<file path="src/rtl/cpu_control_fsm.sv">
// Multi-cycle control unit for the 16-bit datapath: sequences fetch, decode,
// execute, memory and writeback, and counts retired instructions.
module cpu_control_fsm #(
  parameter int CNT_W       = 16,
  parameter int MEM_TIMEOUT = 255
) (
  input  logic             clk,
  input  logic             rst_n,
  input  logic             start,
  input  logic [15:0]      instr,
  input  logic             zero,
  input  logic             mem_ready,
  output logic             pc_en,
  output logic [1:0]       pc_sel,
  output logic             ir_en,
  output logic             addr_sel,
  output logic             mem_re,
  output logic             mem_we,
  output logic [1:0]       alu_op,
  output logic             alu_src_b,
  output logic             reg_we,
  output logic             wb_sel,
  output logic             halted,
  output logic             fault,
  output logic             illegal,
  output logic [CNT_W-1:0] retired
);

  typedef enum logic [2:0] {
    S_IDLE, S_FETCH, S_DECODE, S_EXECUTE, S_MEM, S_WRITEBACK, S_HALT, S_FAULT
  } state_t;

  localparam logic [3:0] OP_ADD  = 4'd0;
  localparam logic [3:0] OP_SUB  = 4'd1;
  localparam logic [3:0] OP_AND  = 4'd2;
  localparam logic [3:0] OP_OR   = 4'd3;
  localparam logic [3:0] OP_ADDI = 4'd4;
  localparam logic [3:0] OP_LD   = 4'd5;
  localparam logic [3:0] OP_ST   = 4'd6;
  localparam logic [3:0] OP_BEQZ = 4'd7;
  localparam logic [3:0] OP_JMP  = 4'd8;
  localparam logic [3:0] OP_HALT = 4'd15;

  // Last wait-count value before a still-pending access becomes a fault.
  localparam logic [15:0] WAIT_LAST = 16'(MEM_TIMEOUT - 1);

  state_t           state_reg;
  logic [15:0]      wait_cnt_reg;
  logic [CNT_W-1:0] retired_reg;
  logic             illegal_reg;
  logic [3:0]       opcode;
  logic             unused_instr_bits;

  assign opcode            = instr[15:12];
  assign unused_instr_bits = ^instr[11:0];

  always_ff @(posedge clk or negedge rst_n) begin
    if (!rst_n) begin
      state_reg    <= S_IDLE;
      wait_cnt_reg <= 16'd0;
      retired_reg  <= '0;
      illegal_reg  <= 1'b0;
    end else begin
      illegal_reg <= 1'b0;
      case (state_reg)
        S_IDLE: begin
          if (start) state_reg <= S_FETCH;
        end
        S_FETCH, S_MEM: begin
          if (mem_ready) begin
            wait_cnt_reg <= 16'd0;
            if (state_reg == S_FETCH) begin
              state_reg <= S_DECODE;
            end else if (opcode == OP_LD) begin
              state_reg <= S_WRITEBACK;
            end else begin
              retired_reg <= retired_reg + CNT_W'(1);
              state_reg   <= S_FETCH;
            end
          end else if (wait_cnt_reg == WAIT_LAST) begin
            wait_cnt_reg <= 16'd0;
            state_reg    <= S_FAULT;
          end else begin
            wait_cnt_reg <= wait_cnt_reg + 16'd1;
          end
        end
        S_DECODE: begin
          if (opcode <= OP_JMP) begin
            state_reg <= S_EXECUTE;
          end else if (opcode == OP_HALT) begin
            retired_reg <= retired_reg + CNT_W'(1);
            state_reg   <= S_HALT;
          end else begin
            illegal_reg <= 1'b1;
            state_reg   <= S_FETCH;
          end
        end
        S_EXECUTE: begin
          case (opcode)
            OP_LD, OP_ST: state_reg <= S_MEM;
            OP_BEQZ, OP_JMP: begin
              retired_reg <= retired_reg + CNT_W'(1);
              state_reg   <= S_FETCH;
            end
            default: state_reg <= S_WRITEBACK;
          endcase
        end
        S_WRITEBACK: begin
          retired_reg <= retired_reg + CNT_W'(1);
          state_reg   <= S_FETCH;
        end
        default: state_reg <= state_reg;
      endcase
    end
  end

  always_comb begin
    pc_en     = 1'b0;
    pc_sel    = 2'b00;
    ir_en     = 1'b0;
    addr_sel  = 1'b0;
    mem_re    = 1'b0;
    mem_we    = 1'b0;
    alu_op    = 2'b00;
    alu_src_b = 1'b0;
    reg_we    = 1'b0;
    wb_sel    = 1'b0;
    case (state_reg)
      S_FETCH: begin
        mem_re = 1'b1;
        if (mem_ready) begin
          ir_en = 1'b1;
          pc_en = 1'b1;
        end
      end
      S_EXECUTE: begin
        case (opcode)
          OP_ADD, OP_SUB, OP_AND, OP_OR: alu_op = opcode[1:0];
          OP_ADDI, OP_LD, OP_ST:         alu_src_b = 1'b1;
          OP_BEQZ: begin
            if (zero) begin
              pc_en  = 1'b1;
              pc_sel = 2'b01;
            end
          end
          OP_JMP: begin
            pc_en  = 1'b1;
            pc_sel = 2'b10;
          end
          default: ;
        endcase
      end
      S_MEM: begin
        addr_sel = 1'b1;
        if (opcode == OP_LD) mem_re = 1'b1;
        else                 mem_we = 1'b1;
      end
      S_WRITEBACK: begin
        reg_we = 1'b1;
        wb_sel = (opcode == OP_LD);
      end
      default: ;
    endcase
  end

  assign halted  = (state_reg == S_HALT);
  assign fault   = (state_reg == S_FAULT);
  assign illegal = illegal_reg;
  assign retired = retired_reg;

endmodule

</file>
<file path="config.mk">
export PLATFORM = sky130hd
export DESIGN_NAME = cpu_control_fsm
export DESIGN_NICKNAME = d
export VERILOG_FILES = /design/src/rtl/cpu_control_fsm.sv
export SDC_FILE = /design/constraint.sdc
export NUM_CORES = 1
export LEC_CHECK = 0
export BUFFER_PORTS_ARGS = -buffer_cell sky130_fd_sc_hd__clkbuf_2
export CAP_MARGIN = 20
export CORE_MARGIN = 1.5
export CORE_UTILIZATION = 51
export CTS_BUF_LIST = sky130_fd_sc_hd__clkbuf_8
export DETAILED_ROUTE_END_ITERATION = 7
export PLACE_DENSITY = 0.78
export SYNTH_ARGS = -nofsm -noshare
export SYNTH_HDL_FRONTEND = slang
export SYNTH_SLANG_ARGS = --single-unit
</file>
<file path="constraint.sdc">
create_clock -name clk -period 5.7 [get_ports clk]
set_input_delay 0.285 -clock clk [delete_from_list [all_inputs] [get_ports clk]]
set_output_delay 0.285 -clock clk [all_outputs]
set_load 0.02 [all_outputs]
</file>
==> out/qor.yml, run 1 <==
placed_design:
  gp_routability_congestion: 0.895
  io_buffer_count: 39
  post-dp-hpwl_um: 3170
final_layout:
  n_antenna_cell: 0
  final_layout_size_suffix_gt1_share_pct: 21.2
  areaGrowthSynthToFinish_pct: 13.8
  design.final.nets: 297
clock_network:
  cts_buffers: 5
  post_cts_hold_buffer_count: 0
  path_clk_slew_ps: 70
  ctsLongestPathBuffers: 2
  cts.repair.resized: 0
  worstSkewPairLatency_ps: 290
  tritoncts: "yes"
  tritoncts_num_sinks: 36
  number_of_buffers_added_for_setup_after_cts: 0
  cts_root_buf: "sky130_fd_sc_hd__clkbuf_8"
  h-tree-depth: 2
route:
  route.antenna.remaining_nets: 0
  drt-total-wl_um: 4590
  detail_route.first_pass.iterations: 4
  drt-vias-per-instance: 5.94
  drcViolationCount: 0
  routed-via-count: 1925
  drt-initial-drc-count: 93
  avgRoutedWirePerCell_um: 14.2
global_route:
  initial_antenna_violation_count: 0
  pin_count_of_the_biggest_net_entering_global_routing: 37
  overflow: 0
  first_global_vias: 1655
  grt_first_pass_wirelength_um: 7420
  global_routing_usage_summed_across_all_routing_layers_pct: 21.2
synthesis:
  synth-seq-area-share_pct: 42.0
  ys_types: 48
  synth.ff_latch_count: 36
  synth_nets: 265
  async_reset_ff_share_pct: 100
  synth_warnings: 0
  syn_area_per_cell_um2: 8.89
  cell_area_synth_um2: 2140
  synth_edf_count: 0
  synth-main-ff-cell: "sky130_fd_sc_hd__dfrtp_1"
  syn_inst: 241
power:
  p_leak_uw: 0.00109
  clock_power_share_pct: 21.3
  power.sequential.fraction_pct: 37.2
  power.density_cell_area_nw_per_um2: 418
  power.total_uw: 1020
  worst_ir_drop_on_vdd_uv: 213
  total_switching_power_uw: 435
  cell_internal_pwr_uw: 584
  p_sw_share_pct: 42.7
  comb_power_share_pct: 41.6
critical_path:
  arrival_ps: 2970
  critical_path.endpoint_type: "flip-flop"
  timing.critical_path.fanout_max: 18
  r2r-start: "wait_cnt_reg[0]$_DFFE_PN0P_"
  cp.buffers_inverters: 1
  cp-start-kind: "flip-flop"
  timing.setup.critical_path_class: "reg2reg"
  r2r_end: "wait_cnt_reg[5]$_DFFE_PN0P_"
  worst-endpoint-required_ps: 5850
  cp_top_family: "simple AND/OR/NAND/NOR gates"
  worst_r2r_path_depth: 8
  critical-path-max-stage-delay_ps: 690
  timing.reg2reg.setup_slack_ps: 2880
  list_of_cells_traversed_by_the_critical_path: "inv_1 -> ha_1 -> or4b_2 -> nor4_1 -> a311o_1 -> o21ai_0 -> nand2_1 -> o41ai_1"
  cp_slowest_cell: "sky130_fd_sc_hd__a311o_1"
floorplanning:
  fp.dieH_um: 67.8
  initial_core_utilization_pct: 53.2
  fp.dieArea_um2: 4600
  rows: 23
  core_area_um2: 4030
  die_x_um: 67.8
  floorplan.io_pins: 52
outcome:
  outcome: "finished clean"
sta:
  slew_headroom_pct: 29.5
  skew_ps: 5.47
  timing.final.crit_period_ps: 2820
  finalMaxSlewViolations: 0
  setup_violations: 0
  setup_repair_after_global_routing_missed_its_margin: "false"
  setup_total_negative_slack_ps: 0
  worst_pin_slew_ps: 1060
  layout_worst_path_cycle_share_pct: 49.4
  maxClockFrequency_mhz: 355
  hold_viol_final: 0
hold_path:
  timing.hold.worst.class: "in2async"
flow_run:
  cap_violations: 0
## placed cells by master (no fill, tap or decap), drive strengths merged, types with 2 or more instances in the layout
cell type | netlist | final
o31ai | 3 | 3
xnor2 | 13 | 13
nand2 | 23 | 23
nor4 | 2 | 2
o21ai | 27 | 27
dfrtp | 36 | 36
or4b | 2 | 2
and2 | 4 | 4
or3 | 2 | 2
ha | 3 | 3
nor2b | 3 | 3
and3 | 9 | 9
nor2 | 15 | 15
xor2 | 3 | 3
a21oi | 9 | 9
nand2b | 6 | 6
nand4 | 11 | 11
clkbuf | 8 | 44
inv | 5 | 6
nor4b | 3 | 3
a31oi | 6 | 6
nand3 | 17 | 17
nor3 | 8 | 8
## through the flow
stage	cells	utilization, %	setup slack [ps]	hold WS, ps	instance area [µm²]
after floorplan	241	-	3420	-10.6	2140
after global routing	324	60.6	2650	183	2440
after CTS	324	60.6	2860	132	2440
after detailed placement	316	57.9	2920	452	2330
after global placement	316	57.9	2960	442	2330
final	324	60.6	2880	106	2440
## worst max-delay path by stage
stage / start / endpoint / depth (start not counted)
3_3_place_gp: wait_cnt_reg[0]$_DFFE_PN0P_ / wait_cnt_reg[5]$_DFFE_PN0P_ / 8
4_1_cts: wait_cnt_reg[0]$_DFFE_PN0P_ / wait_cnt_reg[5]$_DFFE_PN0P_ / 8
2_1_floorplan: wait_cnt_reg[0]$_DFFE_PN0P_ / wait_cnt_reg[9]$_DFFE_PN0P_ / 10
3_5_place_dp: wait_cnt_reg[0]$_DFFE_PN0P_ / wait_cnt_reg[5]$_DFFE_PN0P_ / 8
6_report: wait_cnt_reg[0]$_DFFE_PN0P_ / wait_cnt_reg[5]$_DFFE_PN0P_ / 8
5_1_grt: wait_cnt_reg[0]$_DFFE_PN0P_ / wait_cnt_reg[3]$_DFFE_PN0P_ / 8
## cell families (layout without fill, tap and decap cells)
kind of cell / Yosys count / after routing / synth area share, %
AND/OR/NAND/NOR: 109 / 109 / 28.3
AO/OA/AOI/OAI: 57 / 57 / 16.5
buffers and inverters: 19 / 52 / 4.38
adder cells (fa/ha/maj): 3 / 3 / 1.75
flip-flops: 36 / 36 / 42.0
multiplexers: 1 / 1 / 0.525
XOR/XNOR: 16 / 16 / 6.54
## synthesized netlist by cell type, drive strengths merged, types with 2 or more instances
| cell type | n | area (µm²) |
|---|---|---|
| and2 | 4 | 26.3 |
| buf | 6 | 45.0 |
| ha | 3 | 37.5 |
| and3 | 9 | 62.6 |
| nand4 | 11 | 68.8 |
| or3 | 2 | 12.5 |
| nand2 | 23 | 86.3 |
| xnor2 | 13 | 114 |
| nand3 | 17 | 85.1 |
| xor2 | 3 | 26.3 |
| a31oi | 6 | 37.5 |
| nor4b | 3 | 41.3 |
| nor3 | 8 | 40.0 |
| o31ai | 3 | 22.5 |
| nor4 | 2 | 12.5 |
| o21ai | 27 | 135 |
| clkbuf | 8 | 30.0 |
| or4b | 2 | 23.8 |
| nor2b | 3 | 18.8 |
| a21oi | 9 | 45.0 |
| inv | 5 | 18.8 |
| dfrtp | 36 | 901 |
| nor2 | 15 | 56.3 |
| nand2b | 6 | 37.5 |
## power by group through the flow
stage / registers, µW / logic (µW) / clock network, µW
2_1_floorplan: 369 / 342 / 0
5_1_grt: 388 / 478 / 235
3_3_place_gp: 380 / 421 / 0
6_report: 379 / 424 / 217
4_1_cts: 377 / 426 / 225
3_5_place_dp: 382 / 424 / 0
## layout make-up
cell class / instances / area [µm²]
clock buffers: 5 / 68.8
clock inverters: 3 / 38.8
fillers: 340 / 1590
inverters: 5 / 18.8
multi-input cells: 186 / 1150
flip-flops and latches: 36 / 901
well taps: 50 / 62.6
repair buffers: 39 / 195
## per-layer routing
metal	GRT usage, %	vias up	part of all wire (%)
met5	0	-	0
met4	6.00	0	0.87
met3	6.09	5	4.2
met2	33.2	43	48
met1	28.7	927	47
li1	-	950	-
(Power assumes the default switching activity.)
==> run 2, diff against run 1 <==
--- a/config.mk
+++ b/config.mk
@@ -8,10 +8,10 @@
 export BUFFER_PORTS_ARGS = -buffer_cell sky130_fd_sc_hd__clkbuf_2
 export CAP_MARGIN = 20
 export CORE_MARGIN = 1.5
-export CORE_UTILIZATION = 51
+export CORE_UTILIZATION = 50
 export CTS_BUF_LIST = sky130_fd_sc_hd__clkbuf_8
 export DETAILED_ROUTE_END_ITERATION = 7
-export PLACE_DENSITY = 0.78
+export PLACE_DENSITY = 0.79
 export SYNTH_ARGS = -nofsm -noshare
 export SYNTH_HDL_FRONTEND = slang
 export SYNTH_SLANG_ARGS = --single-unit
==> constraint.sdc (replaced) <==
create_clock -name clk -period 2.5 [get_ports clk]
set_input_delay 0.125 -clock clk [delete_from_list [all_inputs] [get_ports clk]]
set_output_delay 0.125 -clock clk [all_outputs]
set_load 0.02 [all_outputs]
==> run 2 against run 1 <==
Power rose by 140%. Global-route usage rose by 0.42 points. Cell count rose by 3.4%. First-iteration DRC count grew 71%. Count of clock-buffer cells in the layout unchanged. Die area rose by 1.9%. Clock skew shrank 2.0 ps. Sequential cell count is the same. Wire length grew 3.9%. Largest power group unchanged.
==> out/qor.yml, run 2 (synthesis results as in run 1) <==
outcome:
  outcome: "finished clean"
clock_network:
  worstSkewPairLatency_ps: 290  # about the same
  path_clk_slew_ps: 70  # about the same
  cts_buffers: 5  # unchanged
  tritoncts: "yes"
  ctsLongestPathBuffers: 2  # unchanged
  tritoncts_num_sinks: 36  # unchanged
  h-tree-depth: 2  # unchanged
  cts_root_buf: "sky130_fd_sc_hd__clkbuf_8"
global_route:
  first_global_vias: 1655  # unchanged
  global_routing_usage_summed_across_all_routing_layers_pct: 21.6  # +0.42 points
  pin_count_of_the_biggest_net_entering_global_routing: 37  # unchanged
  grt_first_pass_wirelength_um: 7650  # +3.1%
  initial_antenna_violation_count: 0  # unchanged
  overflow: 0  # unchanged
route:
  drt-vias-per-instance: 5.74  # -3.4%
  detail_route.first_pass.iterations: 4  # unchanged
  route.antenna.remaining_nets: 0  # unchanged
  drt-total-wl_um: 4760  # +3.9%
  drt-initial-drc-count: 159  # +71%
  drcViolationCount: 0  # unchanged
  routed-via-count: 1922  # -0.16%
  avgRoutedWirePerCell_um: 14.2  # +0.45%
sta:
  worst_pin_slew_ps: 881  # -177 ps
  hold_viol_final: 0  # unchanged
  setup_repair_after_global_routing_missed_its_margin: "false"
  maxClockFrequency_mhz: 445  # +25%
  setup_violations: 0  # unchanged
  slew_headroom_pct: 41.3  # +12 points
  timing.final.crit_period_ps: 2250  # -572 ps
  skew_ps: 3.48  # -1.99 ps
  layout_worst_path_cycle_share_pct: 89.8  # +40 points
  setup_total_negative_slack_ps: 0  # unchanged
  worst_hold_slack_ps: 231  # +126 ps
  finalMaxSlewViolations: 0  # unchanged
placed_design:
  gp_routability_congestion: 0.838  # -6.4%
  io_buffer_count: 39  # unchanged
  post-dp-hpwl_um: 3400  # +7.1%
  dp_cells: 326  # +3.2%
power:
  total_switching_power_uw: 1030  # +140%
  power.total_uw: 2450  # +140%
  clock_power_share_pct: 20.3  # -1.0 points
  worst_ir_drop_on_vdd_uv: 424  # +99%
  p_leak_uw: 0.00114  # +4.9%
  power.sequential.fraction_pct: 33.3  # -3.9 points
  comb_power_share_pct: 46.4  # +4.8 points
  power.density_cell_area_nw_per_um2: 965  # +130%
  cell_internal_pwr_uw: 1420  # +140%
  p_sw_share_pct: 42.2  # -0.50 points
hold_path:
  timing.hold.worst.class: "in2reg"
  min_delay_path_depth: 3
final_layout:
  design.final.nets: 308  # +3.7%
  final_util_pct: 62.6  # +2.0 points
  most_frequent_cells_in_the_layout: "39 x sky130_fd_sc_hd__clkbuf_2, 36 x sky130_fd_sc_hd__dfrtp_1, 27 x sky130_fd_sc_hd__o21ai_0, 23 x sky130_fd_sc_hd__nand2_1, 17 x sky130_fd_sc_hd__nand3_1"
  n_antenna_cell: 0  # unchanged
  areaGrowthSynthToFinish_pct: 18.5
  final_layout_size_suffix_gt1_share_pct: 24.2  # +3.0 points
  final_cell_count_no_fill: 335  # +3.4%
  mostFrequentLayoutCell: "sky130_fd_sc_hd__clkbuf_2"
critical_path:
  timing.setup.critical_path_class: "reg2reg"
  worst_r2r_path_depth: 8  # unchanged
  timing.critical_path.fanout_max: 10  # -8
  worst-endpoint-required_ps: 2670  # -3180 ps
  cp-start-kind: "flip-flop"
  critical_path.endpoint_type: "flip-flop"
  arrival_ps: 2410  # -560 ps
floorplanning:
  core_area_um2: 4060  # +0.71%
  fp.dieArea_um2: 4690  # +1.9%
  initial_core_utilization_pct: 52.8  # -0.38 points
  rows: 23  # unchanged
  fp.dieH_um: 68.5  # +0.95%
  floorplan.io_pins: 52  # unchanged
  die_x_um: 68.5  # +0.95%
flow_run:
  cap_violations: 0  # unchanged
[run 2: cell types whose count changed in the layout (fill, tap and decap cells not counted)]
cell                            change
sky130_fd_sc_hd__dlygate4sd3_1      +1
sky130_fd_sc_hd__nor4_4             +1
sky130_fd_sc_hd__nor4_1             -1
sky130_fd_sc_hd__buf_4             +10
[run 2: critical path, stage by stage, from the launching register on]
cell and delay [ps]:
sky130_fd_sc_hd__dfrtp_1 440, sky130_fd_sc_hd__ha_1 170, sky130_fd_sc_hd__or4b_2 630, sky130_fd_sc_hd__nor4_4 190, sky130_fd_sc_hd__a311o_1 230, sky130_fd_sc_hd__buf_4 180, sky130_fd_sc_hd__a31oi_1 50, sky130_fd_sc_hd__o21ai_0 150
sky130_fd_sc_hd__o21ai_0 100
[run 2: final cells by class]
type                    instances  area, µm²
fillers                       343       1520
multi-input cells             186       1170
flip-flops and latches         36        901
repair buffers                 50        280
clock buffers                   5       68.8
well taps                      50       62.6
clock inverters                 3       38.8
inverters                       5       18.8
[run 2: worst paths after layout]
| kind | startpoint | end | slack, ps |
|---|---|---|---|
| setup / recovery | wait_cnt_reg[1]$_DFFE_PN0P_ | wait_cnt_reg[13]$_DFFE_PN0P_ | 250 |
| hold / removal | instr[15] | illegal$_DFF_PN0_ | 230 |
| setup reg to reg | wait_cnt_reg[1]$_DFFE_PN0P_ | wait_cnt_reg[13]$_DFFE_PN0P_ | 250 |
| hold reg to reg | retired[15]$_DFFE_PN0P_ | retired[15]$_DFFE_PN0P_ | 470 |
| max in group asynchronous | rst_n | retired[15]$_DFFE_PN0P_ | 1460 |
| min in group asynchronous | rst_n | retired[5]$_DFFE_PN0P_ | 490 |
[run 2: stage by stage]
step                      setup WS (ps)  instance area (µm²)
after floorplan                     218                 2140
after global placement              199                 2410
after detailed placement            125                 2410
after CTS                           124                 2520
after global routing               23.0                 2540
final                               255                 2540
[run 2: timing repair]
action                                 4_1_cts  5_1_grt
setup endpoints to repair                    0       11
gates resized for setup                      0        2
hold buffers                                 1        0
endpoints found under the hold margin       36        0
buffers inserted                             0        0
[run 2: layer usage]
layer	GRT usage, %	routed length, µm	share of wire, %
met1	30.2	2250	47
met2	33.2	2300	48
met3	4.61	185	3.9
met4	7.00	30	0.63
met5	0	0	0
[run 2: power by group through the flow]
stage                     Clock (µW)  Sequential, µW  Combinational (µW)
after floorplan                    0             841                 781
after global placement             0             816                1100
after detailed placement           0             825                1120
after CTS                        513             813                1130
after global routing             545             829                1250
final                            498             815                1140
==> run 3, diff against run 2 <==
--- a/config.mk
+++ b/config.mk
@@ -8,10 +8,10 @@
 export BUFFER_PORTS_ARGS = -buffer_cell sky130_fd_sc_hd__clkbuf_2
 export CAP_MARGIN = 20
 export CORE_MARGIN = 1.5
-export CORE_UTILIZATION = 50
+export CORE_UTILIZATION = 51
 export CTS_BUF_LIST = sky130_fd_sc_hd__clkbuf_8
 export DETAILED_ROUTE_END_ITERATION = 7
-export PLACE_DENSITY = 0.79
+export PLACE_DENSITY = 0.78
 export SYNTH_ARGS = -nofsm -noshare
 export SYNTH_HDL_FRONTEND = slang
 export SYNTH_SLANG_ARGS = --single-unit
==> constraint.sdc (replaced) <==
create_clock -name clk -period 2.64 [get_ports clk]
set_input_delay 0.132 -clock clk [delete_from_list [all_inputs] [get_ports clk]]
set_output_delay 0.132 -clock clk [all_outputs]
set_load 0.02 [all_outputs]
==> run 3 against run 2 <==
Non-clock buffer count fell by 2. Worst hold slack improved by 5.7 ps. Global-route usage rose by 0.69 points. Largest power group unchanged.
==> out/qor.yml, run 3 (synthesis results as in run 1) <==
clock_network:
  ctsLongestPathBuffers: 2  # unchanged
  cts.repair.resized: 0  # unchanged
  tritoncts_num_sinks: 36  # unchanged
  worstSkewPairLatency_ps: 290  # about the same
  tritoncts: "yes"
  path_clk_slew_ps: 70  # about the same
  cts_buffers: 5  # unchanged
  h-tree-depth: 2  # unchanged
  cts_root_buf: "sky130_fd_sc_hd__clkbuf_8"
sta:
  finalMaxSlewViolations: 0  # unchanged
  layout_worst_path_cycle_share_pct: 88.8  # -1.1 points
  hold_viol_final: 0  # unchanged
  final.setup.worst_slack_ps: 297  # +42.3 ps
  maxClockFrequency_mhz: 427  # -4.2%
  slew_headroom_pct: 41.5  # +0.23 points
  worst_hold_slack_ps: 237  # +5.65 ps
  worst_pin_slew_ps: 877  # -3.42 ps
  timing.final.crit_period_ps: 2340  # +97.7 ps
  setup_repair_after_global_routing_missed_its_margin: "false"
  setup_violations: 0  # unchanged
  setup_total_negative_slack_ps: 0  # unchanged
  skew_ps: 5.60  # +2.12 ps
power:
  p_leak_uw: 0.00113  # -0.91%
  worst_ir_drop_on_vdd_uv: 582  # +37%
  power.density_cell_area_nw_per_um2: 918  # -4.8%
final_layout:
  design.final.nets: 306  # -0.65%
  final_layout_size_suffix_gt1_share_pct: 23.3  # -0.89 points
  areaGrowthSynthToFinish_pct: 17.1
  most_frequent_cells_in_the_layout: "39 x sky130_fd_sc_hd__clkbuf_2, 36 x sky130_fd_sc_hd__dfrtp_1, 27 x sky130_fd_sc_hd__o21ai_0, 23 x sky130_fd_sc_hd__nand2_1, 17 x sky130_fd_sc_hd__nand3_1"
  final.fill_count: 360  # +5.0%
  n_antenna_cell: 0  # unchanged
  mostFrequentLayoutCell: "sky130_fd_sc_hd__clkbuf_2"
critical_path:
  critical-path-max-stage-delay_ps: 570  # -60 ps
  worst_r2r_path_depth: 10  # +2
  critical_path.endpoint_type: "flip-flop"
  list_of_cells_traversed_by_the_critical_path: "inv_1 -> ha_1 -> or4b_2 -> nor4_1 -> buf_4 -> a311o_1 -> buf_4 -> o21ai_0 -> nand2_1 -> o21ai_0"
  cp_slowest_cell: "sky130_fd_sc_hd__or4b_2"
  cp-start-kind: "flip-flop"
  worst-endpoint-required_ps: 2800  # +130 ps
  timing.setup.critical_path_class: "reg2reg"
  timing.critical_path.fanout_max: 11  # +1
  arrival_ps: 2500  # +90 ps
floorplanning:
  floorplan.io_pins: 52  # unchanged
  fp.dieArea_um2: 4600  # -1.9%
  die_x_um: 67.8  # -0.94%
  fp.dieH_um: 67.8  # -0.94%
  rows: 23  # unchanged
  initial_core_utilization_pct: 53.2  # +0.38 points
  core_area_um2: 4030  # -0.71%
outcome:
  outcome: "finished clean"
global_route:
  pin_count_of_the_biggest_net_entering_global_routing: 37  # unchanged
  first_global_vias: 1702  # +2.8%
  overflow: 0  # unchanged
  grt_first_pass_wirelength_um: 7770  # +1.6%
  initial_antenna_violation_count: 0  # unchanged
  global_routing_usage_summed_across_all_routing_layers_pct: 22.3  # +0.69 points
placed_design:
  gp_routability_congestion: 0.907  # +8.3%
  post-dp-hpwl_um: 3410  # +0.30%
  placement.setup.worst_slack_ps: 296  # +171 ps
  io_buffer_count: 39  # unchanged
hold_path:
  timing.hold.worst.class: "in2reg"
  min_delay_path_depth: 5  # +2
route:
  routed-via-count: 1954  # +1.7%
  avgRoutedWirePerCell_um: 14.4  # +1.2%
  route.antenna.remaining_nets: 0  # unchanged
  drt-initial-drc-count: 121  # -24%
  drcViolationCount: 0  # unchanged
  drt-vias-per-instance: 5.87  # +2.3%
  drt-total-wl_um: 4790  # +0.61%
  detail_route.first_pass.iterations: 5  # +1
flow_run:
  cap_violations: 0  # unchanged
## run 3: cell count changes in the layout (fill, tap and decap cells not counted)
cell / previous run / this run
sky130_fd_sc_hd__nor4_4: 1 / 0
sky130_fd_sc_hd__nor4_1: 1 / 2
sky130_fd_sc_hd__buf_4: 10 / 8
## run 3: per-stage QoR
step                cell area (µm²)  total power, µW  util [%]  std cells
floorplan                      2140             1540         -        241
global placement               2390             1800      59.4        324
CTS                            2510             2310      62.3        333
detailed placement             2390             1830      59.4        324
global route                   2510             2470      62.3        333
finish                         2510             2300      62.3        333
## run 3: layer usage
| metal | track usage [%] | share of wire [%] | up-vias |
|---|---|---|---|
| met3 | 5.43 | 5.1 | 7 |
| li1 | - | - | 954 |
| met5 | 0 | 0 | - |
| met2 | 36.5 | 49 | 54 |
| met1 | 29.1 | 44 | 939 |
| met4 | 7.50 | 1.0 | 0 |
## run 3: layout make-up
type	instances	area [µm²]	share of cell area (%)
repair buffers	48	265	10.6
well taps	50	62.6	2.49
clock inverters	3	38.8	1.55
inverters	5	18.8	0.748
clock buffers	5	68.8	2.74
multi-input cells	186	1150	46.0
flip-flops and latches	36	901	35.9
## run 3: where the power goes
group | total (µW) | switching [µW] | internal (µW)
logic | 1050 | 636 | 410
registers | 786 | 143 | 643
clock network | 473 | 197 | 276
## run 3: path summary, 6_finish.rpt
check | startpoint | endpoint | slack, ps
setup / recovery | wait_cnt_reg[0]$_DFFE_PN0P_ | wait_cnt_reg[2]$_DFFE_PN0P_ | 300
hold / removal | start | state_reg[0]$_DFFE_PN0P_ | 240
setup reg to reg | wait_cnt_reg[0]$_DFFE_PN0P_ | wait_cnt_reg[2]$_DFFE_PN0P_ | 300
hold reg to reg | retired[5]$_DFFE_PN0P_ | retired[5]$_DFFE_PN0P_ | 500
max in group asynchronous | rst_n | wait_cnt_reg[7]$_DFFE_PN0P_ | 1600
min in group asynchronous | rst_n | retired[5]$_DFFE_PN0P_ | 490
## run 3: worst max-delay path: cells and delay by family (launching register included)
family / cells / cell delay, ps
simple gates: 3 / 860
compound gates: 3 / 350
flops: 1 / 440
buf+inv: 3 / 420
fa+ha+maj: 1 / 140
## run 3: repair_timing
action	CTS	global route
setup buffers	0	0
hold endpoints to repair	36	0
hold buffers	1	0
